`config.mk`:
```
export PLATFORM = sky130hd
export DESIGN_NAME = fpnew_noncomp_wb
export DESIGN_NICKNAME = d
export VERILOG_FILES = /design/src/rtl/fpnew_noncomp_wb.sv
export SDC_FILE = /design/constraint.sdc
export NUM_CORES = 1
export LEC_CHECK = 0
export ABC_AREA = 1
export CAP_MARGIN = 40
export CORE_AREA = 5 5 100 102
export DETAILED_ROUTE_END_ITERATION = 16
export DIE_AREA = 0 0 105 107
export PLACE_DENSITY = 0.78
export SLEW_MARGIN = 10
export SYNTH_ARGS = -nofsm -noshare
export SYNTH_HDL_FRONTEND = slang
export SYNTH_SLANG_ARGS = --single-unit
```
`constraint.sdc`:
```
create_clock -name clk_i -period 4.12 [get_ports clk_i]
set_clock_uncertainty 0.05 [all_clocks]
set_input_delay 0.412 -clock clk_i [delete_from_list [all_inputs] [get_ports clk_i]]
set_output_delay 0.412 -clock clk_i [all_outputs]
set_load 0.02 [all_outputs]
```
`src/rtl/fpnew_noncomp_wb.sv`:
```
// fpnew_noncomp_wb: writeback buffer behind the non-computational FP unit.
// Widens each result to FLEN bits (NaN-box / sign-extend / class mask),
// queues it in an in-order FIFO and accumulates sticky exception flags.
// Optional macro FPNEW_NONCOMP_WB_BYPASS_EN adds a same-cycle path from
// input to output when the buffer is empty.

package fpnew_noncomp_wb_pkg;
  typedef enum logic [2:0] {FP32, FP64, FP16, FP8, FP16ALT} fp_format_e;

  function automatic int unsigned fp_width(input fp_format_e fmt);
    case (fmt)
      FP64:    return 64;
      FP16:    return 16;
      FP8:     return 8;
      FP16ALT: return 16;
      default: return 32;
    endcase
  endfunction
endpackage

module fpnew_noncomp_wb #(
  parameter fpnew_noncomp_wb_pkg::fp_format_e FpFormat = fpnew_noncomp_wb_pkg::FP32,
  parameter int unsigned FLEN  = 64,   // must be >= WIDTH
  parameter int unsigned DEPTH = 2,    // must be >= 1
  parameter type         TagType = logic,
  localparam int unsigned WIDTH = fpnew_noncomp_wb_pkg::fp_width(FpFormat),
  localparam int unsigned CW    = $clog2(DEPTH + 1)
) (
  input  logic             clk_i,
  input  logic             rst_i,
  input  logic [WIDTH-1:0] result_i,
  input  logic [4:0]       status_i,
  input  logic             extension_bit_i,
  input  logic [9:0]       class_mask_i,
  input  logic             is_class_i,
  input  TagType           tag_i,
  input  logic             in_valid_i,
  output logic             in_ready_o,
  input  logic             flush_i,
  output logic [FLEN-1:0]  result_o,
  output logic [4:0]       status_o,
  output TagType           tag_o,
  output logic             out_valid_o,
  input  logic             out_ready_i,
  output logic [4:0]       fflags_o,
  input  logic             fflags_clr_i,
  output logic [CW-1:0]    count_o,
  output logic             busy_o
);

  localparam int unsigned PW = (DEPTH > 1) ? $clog2(DEPTH) : 1;

  typedef struct packed {
    logic [FLEN-1:0] result;
    logic [4:0]      status;
    TagType          tag;
  } entry_t;

  entry_t          mem_q [DEPTH];
  logic [PW-1:0]   wr_ptr_q, rd_ptr_q;
  logic [CW-1:0]   count_q;
  logic [4:0]      fflags_q;

  logic [FLEN-1:0] wide_result;
  entry_t          in_entry, head;
  logic            fifo_valid, push, pop, bypass_take, store, fifo_pop, acc;

  // Pointers wrap explicitly so DEPTH need not be a power of two.
  function automatic logic [PW-1:0] ptr_inc(input logic [PW-1:0] p);
    return (p == PW'(DEPTH - 1)) ? '0 : p + 1'b1;
  endfunction

  // Widen the raw result into the FLEN-bit register format at push time.
  always_comb begin
    // NOTE: default first so every path assigns the variable and no latch is inferred.
    wide_result = '0;
    if (is_class_i) begin
      wide_result = FLEN'(class_mask_i);
    end else begin
      wide_result = {FLEN{extension_bit_i}};
      wide_result[WIDTH-1:0] = result_i;
    end
  end

  assign in_entry   = '{result: wide_result, status: status_i, tag: tag_i};
  assign fifo_valid = (count_q != '0);

  // Ready depends only on occupancy, never on out_ready_i.
  assign in_ready_o = (count_q < CW'(DEPTH)) & ~rst_i;
  assign push       = in_valid_i & in_ready_o;

  // Select the head entry (or the bypassed input) and force zeros when empty.
  always_comb begin
    out_valid_o = fifo_valid;
    head        = fifo_valid ? mem_q[rd_ptr_q] : '0;
    bypass_take = 1'b0;
`ifdef FPNEW_NONCOMP_WB_BYPASS_EN
    if (!fifo_valid && in_valid_i && !flush_i && !rst_i) begin
      out_valid_o = 1'b1;
      head        = in_entry;
      bypass_take = out_ready_i;
    end
`endif
  end

  assign result_o = head.result;
  assign status_o = head.status;
  assign tag_o    = head.tag;

  assign pop      = out_valid_o & out_ready_i & ~rst_i;
  assign store    = push & ~flush_i & ~bypass_take;
  assign fifo_pop = pop & fifo_valid & ~flush_i;
  assign acc      = pop & ~flush_i;

  // Entry storage; contents are qualified by count_q, so no reset is needed.
  always_ff @(posedge clk_i) begin
    // NOTE: memory array is deliberately not reset; valid tracking lives in count_q.
    if (store) mem_q[wr_ptr_q] <= in_entry;
  end

  // Pointer and occupancy bookkeeping; reset beats flush beats push/pop.
  always_ff @(posedge clk_i) begin
    // NOTE: non-blocking assignments so all state updates see pre-edge values.
    if (rst_i) begin
      wr_ptr_q <= '0;
      rd_ptr_q <= '0;
      count_q  <= '0;
    end else if (flush_i) begin
      wr_ptr_q <= '0;
      rd_ptr_q <= '0;
      count_q  <= '0;
    end else begin
      if (store)    wr_ptr_q <= ptr_inc(wr_ptr_q);
      if (fifo_pop) rd_ptr_q <= ptr_inc(rd_ptr_q);
      case ({store, fifo_pop})
        2'b10:   count_q <= count_q + 1'b1;
        2'b01:   count_q <= count_q - 1'b1;
        default: count_q <= count_q;
      endcase
    end
  end

  // Sticky flags: clear first, then accumulate the popped status.
  always_ff @(posedge clk_i) begin
    if (rst_i) begin
      fflags_q <= '0;
    end else if (fflags_clr_i) begin
      fflags_q <= acc ? status_o : 5'h00;
    end else if (acc) begin
      fflags_q <= fflags_q | status_o;
    end
  end

  assign fflags_o = fflags_q;
  assign count_o  = count_q;
  assign busy_o   = (count_q != '0);

endmodule

```
==> impl_metrics.xml <==
<?xml version="1.0" encoding="UTF-8"?>
<metrics>
  <group name="worst_setup_path">
    <metric name="crit_path_start_kind" unit="">register</metric>
    <metric name="timing.critical_path.cells" unit="">buf_4, inv_2, nand2_1, a21oi_2, buf_4, clkdlybuf4s50_1</metric>
    <metric name="crit_top_cell" unit="">sky130_fd_sc_hd__buf_4</metric>
    <metric name="crit_buf_inv" unit="">4</metric>
    <metric name="worst_path_max_delay_cell" unit="">sky130_fd_sc_hd__clkdlybuf4s50_1</metric>
    <metric name="crit_path_max_incr_delay" unit="ns">0.66</metric>
    <metric name="required" unit="ns">3.66</metric>
    <metric name="timing_worst_setup_path_type" unit="">register to primary output</metric>
    <metric name="crit_path_end_kind" unit="">primary output</metric>
    <metric name="top_family_by_delay_on_critical_path" unit="">buffers and inverters</metric>
    <metric name="cp.arrival" unit="ns">2.65</metric>
    <metric name="path_max_fanout" unit="">40</metric>
  </group>
  <group name="logic_synthesis">
    <metric name="yosys.cell_count.top_type" unit="">sky130_fd_sc_hd__nand2_1</metric>
    <metric name="dominantRegCellSynth" unit="">sky130_fd_sc_hd__edfxtp_1</metric>
    <metric name="synth-seq-cells" unit="">88</metric>
    <metric name="synth.avg_cell_area" unit="µm²">10.84</metric>
    <metric name="synth_compound_gate_area_share" unit="%">7.369</metric>
    <metric name="simple_logic_cell_fraction_of_the_synthesized_area" unit="%">13.61</metric>
    <metric name="synth-seq-area-share" unit="%">63.72</metric>
    <metric name="synthesis.nets" unit="">425</metric>
    <metric name="netlist_top_cells_count" unit="">sky130_fd_sc_hd__nand2_1 (92), sky130_fd_sc_hd__edfxtp_1 (78), sky130_fd_sc_hd__a21oi_1 (38)</metric>
    <metric name="synth_top_family_by_area" unit="">simple AND/OR/NAND/NOR gates</metric>
    <metric name="yosys.area_share.adder" unit="%">0.3136</metric>
    <metric name="synthCells" unit="">368</metric>
    <metric name="synthArstFlopShare" unit="%">0</metric>
    <metric name="yosysUniqueCellTypes" unit="">23</metric>
    <metric name="yosys.area.top_type" unit="">sky130_fd_sc_hd__edfxtp_1</metric>
    <metric name="yosys-mux-area-fraction" unit="%">2.822</metric>
    <metric name="synth-edff-count" unit="">78</metric>
    <metric name="netlist_area" unit="µm²">3990</metric>
    <metric name="netlist.area_leader.share" unit="%">58.70</metric>
    <metric name="yosys.area_share.xor_xnor" unit="%">0</metric>
    <metric name="ys.warnings.count" unit="">0</metric>
    <metric name="synthTopCellsByArea" unit="">sky130_fd_sc_hd__edfxtp_1 (59%), sky130_fd_sc_hd__nand2_1 (8.7%), sky130_fd_sc_hd__buf_4 (6.6%)</metric>
  </group>
  <group name="clock_network">
    <metric name="post_cts.resized_instances" unit="">0</metric>
    <metric name="clock_tree_from_tritoncts" unit="">yes</metric>
    <metric name="cts_made_buffers" unit="">9</metric>
    <metric name="clock_tree.root_cell" unit="">sky130_fd_sc_hd__clkbuf_8</metric>
    <metric name="clkSinkCount" unit="">88</metric>
    <metric name="cts.clk_slew.worst_paths" unit="ns">0.08</metric>
    <metric name="number_of_buffers_between_clock_root_and_the_deepest_sink" unit="">2</metric>
    <metric name="htreeDepth" unit="">3</metric>
    <metric name="postCtsHoldBufs" unit="">0</metric>
    <metric name="clock_insertion_delay_worst_skew" unit="ns">0.33</metric>
    <metric name="postCtsSetupRepairBufs" unit="">0</metric>
  </group>
  <group name="global_route">
    <metric name="top_usage_layer" unit="">met2</metric>
    <metric name="grt_antenna_before_repair" unit="">0</metric>
    <metric name="grt_util_met3" unit="%">3.010</metric>
    <metric name="gr-usage-met2" unit="%">26.21</metric>
    <metric name="track_usage" unit="%">14.41</metric>
    <metric name="via_count_of_the_first_global_routing_pass" unit="">2809</metric>
    <metric name="gr-usage-met1" unit="%">16.20</metric>
    <metric name="gr-total-overflow" unit="">0</metric>
    <metric name="largest_net_degree_at_the_start_of_global_routing" unit="">41</metric>
    <metric name="grt_pass1_wl" unit="µm">12880</metric>
  </group>
  <group name="placed_design">
    <metric name="routabilityCongestion" unit="">0.7919</metric>
    <metric name="portBuffers" unit="">135</metric>
    <metric name="dpl.hpwl" unit="µm">5992</metric>
  </group>
  <group name="route">
    <metric name="route.detailed.drc" unit="">0</metric>
    <metric name="wl_per_cell" unit="µm">13.86</metric>
    <metric name="routed-via-count" unit="">2799</metric>
    <metric name="first_iter_violations" unit="">101</metric>
    <metric name="final_wirelength" unit="µm">8120</metric>
    <metric name="route.detailed.vias_per_inst" unit="">4.776</metric>
    <metric name="firstDrtPassIters" unit="">4</metric>
    <metric name="drt.antenna.violating_nets" unit="">0</metric>
  </group>
  <group name="sta">
    <metric name="fin_crit" unit="ns">3.114</metric>
    <metric name="hold-worst-slack" unit="ns">0.4171</metric>
    <metric name="setup_repair_after_global_routing_missed_its_margin" unit="">no</metric>
    <metric name="report.final.hold_viol_count" unit="">0</metric>
    <metric name="setup-tns-final" unit="ns">0</metric>
    <metric name="max-slew-margin-rel" unit="%">53.92</metric>
    <metric name="fmax" unit="GHz">0.3211</metric>
    <metric name="setup_viol" unit="">0</metric>
    <metric name="final_max_slew_viol_count" unit="">0</metric>
    <metric name="final_cycle_utilization_of_the_critical_path" unit="%">75.59</metric>
    <metric name="tightest_slew" unit="ns">0.6890</metric>
  </group>
  <group name="die">
    <metric name="dieArea" unit="µm²">11240</metric>
    <metric name="initial_core_util" unit="%">44.23</metric>
    <metric name="fp.coreArea" unit="µm²">9021</metric>
    <metric name="die_width" unit="µm">105</metric>
    <metric name="io_pins" unit="">136</metric>
    <metric name="floorplan.rows" unit="">35</metric>
    <metric name="dieHeight" unit="µm">107</metric>
  </group>
  <group name="cells_and_area">
    <metric name="area_growth_syn_to_layout" unit="%">35.37</metric>
    <metric name="sequential_cell_area" unit="µm²">2544</metric>
    <metric name="layout-drive-gt1-share" unit="%">10.53</metric>
    <metric name="final_core_util" unit="%">59.88</metric>
    <metric name="diodes" unit="">0</metric>
    <metric name="nNetsFinal" unit="">527</metric>
    <metric name="multiInputGateArea" unit="µm²">980.9</metric>
    <metric name="fillers" unit="">734</metric>
  </group>
  <group name="pwr">
    <metric name="max-vdd-ir-drop" unit="mV">0.2117</metric>
    <metric name="power.leakage" unit="nW">1.970</metric>
    <metric name="power-per-cell-area" unit="nW/µm²">311.9</metric>
  </group>
  <group name="job">
    <metric name="timing.max_cap.violations" unit="">0</metric>
  </group>
  <group name="worst_hold_path">
    <metric name="min_path_type" unit="">register to register</metric>
  </group>
  <group name="outcome">
    <metric name="run_status" unit="">finished clean</metric>
  </group>
</metrics>
## logic make-up (layout without fill, tap and decap cells)
group	Yosys count	count (layout)
and+or+nand+nor	133	133
buffers and inverters	85	192
muxes	10	10
DFF	88	88
AOI/OAI and AO/OA	51	51
adders and majority gates	1	1
## worst paths after layout
check | from | to | slack [ns] | depth (start not counted)
setup / recovery | register | result_o[52] | 1.01 | 6
hold / removal | fflags_o[4] | fflags_o[4] | 0.42 | 2
setup reg to reg | count_o[1] | mem_q[0][9] | 2.32 | 4
hold reg to reg | fflags_o[4] | fflags_o[4] | 0.42 | 2
## cell usage in the layout, fill, tap and decap left out
cell type	netlist	routed
sky130_fd_sc_hd__inv_1	31	31
sky130_fd_sc_hd__buf_16	0	1
sky130_fd_sc_hd__nand2_1	92	92
sky130_fd_sc_hd__a21oi_1	38	37
sky130_fd_sc_hd__a31oi_1	1	1
sky130_fd_sc_hd__nor2_4	1	3
sky130_fd_sc_hd__nand2_8	1	1
sky130_fd_sc_hd__bufinv_16	0	1
sky130_fd_sc_hd__nor2_2	1	1
sky130_fd_sc_hd__a21oi_2	10	11
sky130_fd_sc_hd__buf_4	35	3
sky130_fd_sc_hd__inv_2	4	4
sky130_fd_sc_hd__nand3_1	8	8
sky130_fd_sc_hd__nor2_1	27	25
sky130_fd_sc_hd__dfxtp_1	10	9
sky130_fd_sc_hd__edfxtp_1	78	78
sky130_fd_sc_hd__clkbuf_1	3	2
sky130_fd_sc_hd__nand2_2	1	1
sky130_fd_sc_hd__dfxtp_2	0	1
sky130_fd_sc_hd__mux2_2	10	10
sky130_fd_sc_hd__buf_12	0	1
sky130_fd_sc_hd__clkdlybuf4s50_1	0	135
sky130_fd_sc_hd__clkbuf_8	0	9
sky130_fd_sc_hd__inv_4	1	1
sky130_fd_sc_hd__nand4_1	2	2
sky130_fd_sc_hd__ha_1	1	1
sky130_fd_sc_hd__clkinv_2	0	2
sky130_fd_sc_hd__clkinv_1	0	2
sky130_fd_sc_hd__o21ai_0	2	2
## where the power goes
part	switching, mW	internal [mW]
clock	0.256	0.275
combinational	0.0753	0.0875
sequential	0.00379	0.987
total	0.335	1.35
## layout make-up
cell class / count / share of cell area, %
flip-flops and latches: 88 / 47.09
repair buffers: 140 / 26.31
multi-input cells: 195 / 18.16
well taps: 111 / 2.571
inverters: 36 / 2.548
clock buffers: 11 / 2.432
clock inverters: 5 / 0.8802
## worst reg2reg max path: cells and delay by family (launching register included)
family        cells  cell delay (ns)
simple gates      2             0.74
buf+inv           2             0.36
flops             1             0.35
## through the flow
step / power, mW / std cells / instance area [µm²] / worst slack (ns)
2_1_floorplan: 1.090 / 368 / 3990 / 1.008
3_3_place_gp: 1.169 / 568 / 5175 / 1.360
3_5_place_dp: 1.176 / 570 / 5223 / 1.337
4_1_cts: 1.701 / 586 / 5401 / 0.9552
5_1_grt: 1.756 / 586 / 5401 / 0.7782
6_report: 1.685 / 586 / 5401 / 1.006
## state kept, by name, summed over array words and instances (netlist names), named ones only
signal / flops
count_o: 2
fflags_o: 5
mem_q: 78
rd_ptr_q: 1
wr_ptr_q: 1
## metal layers
metal | part of all wire [%] | vias up
met3 | 8.3 | 10
met1 | 39 | 1282
met2 | 51 | 121
met4 | 1.8 | 0
met5 | 0 | -
li1 | - | 1386
Power figures use the tool's default switching activity.
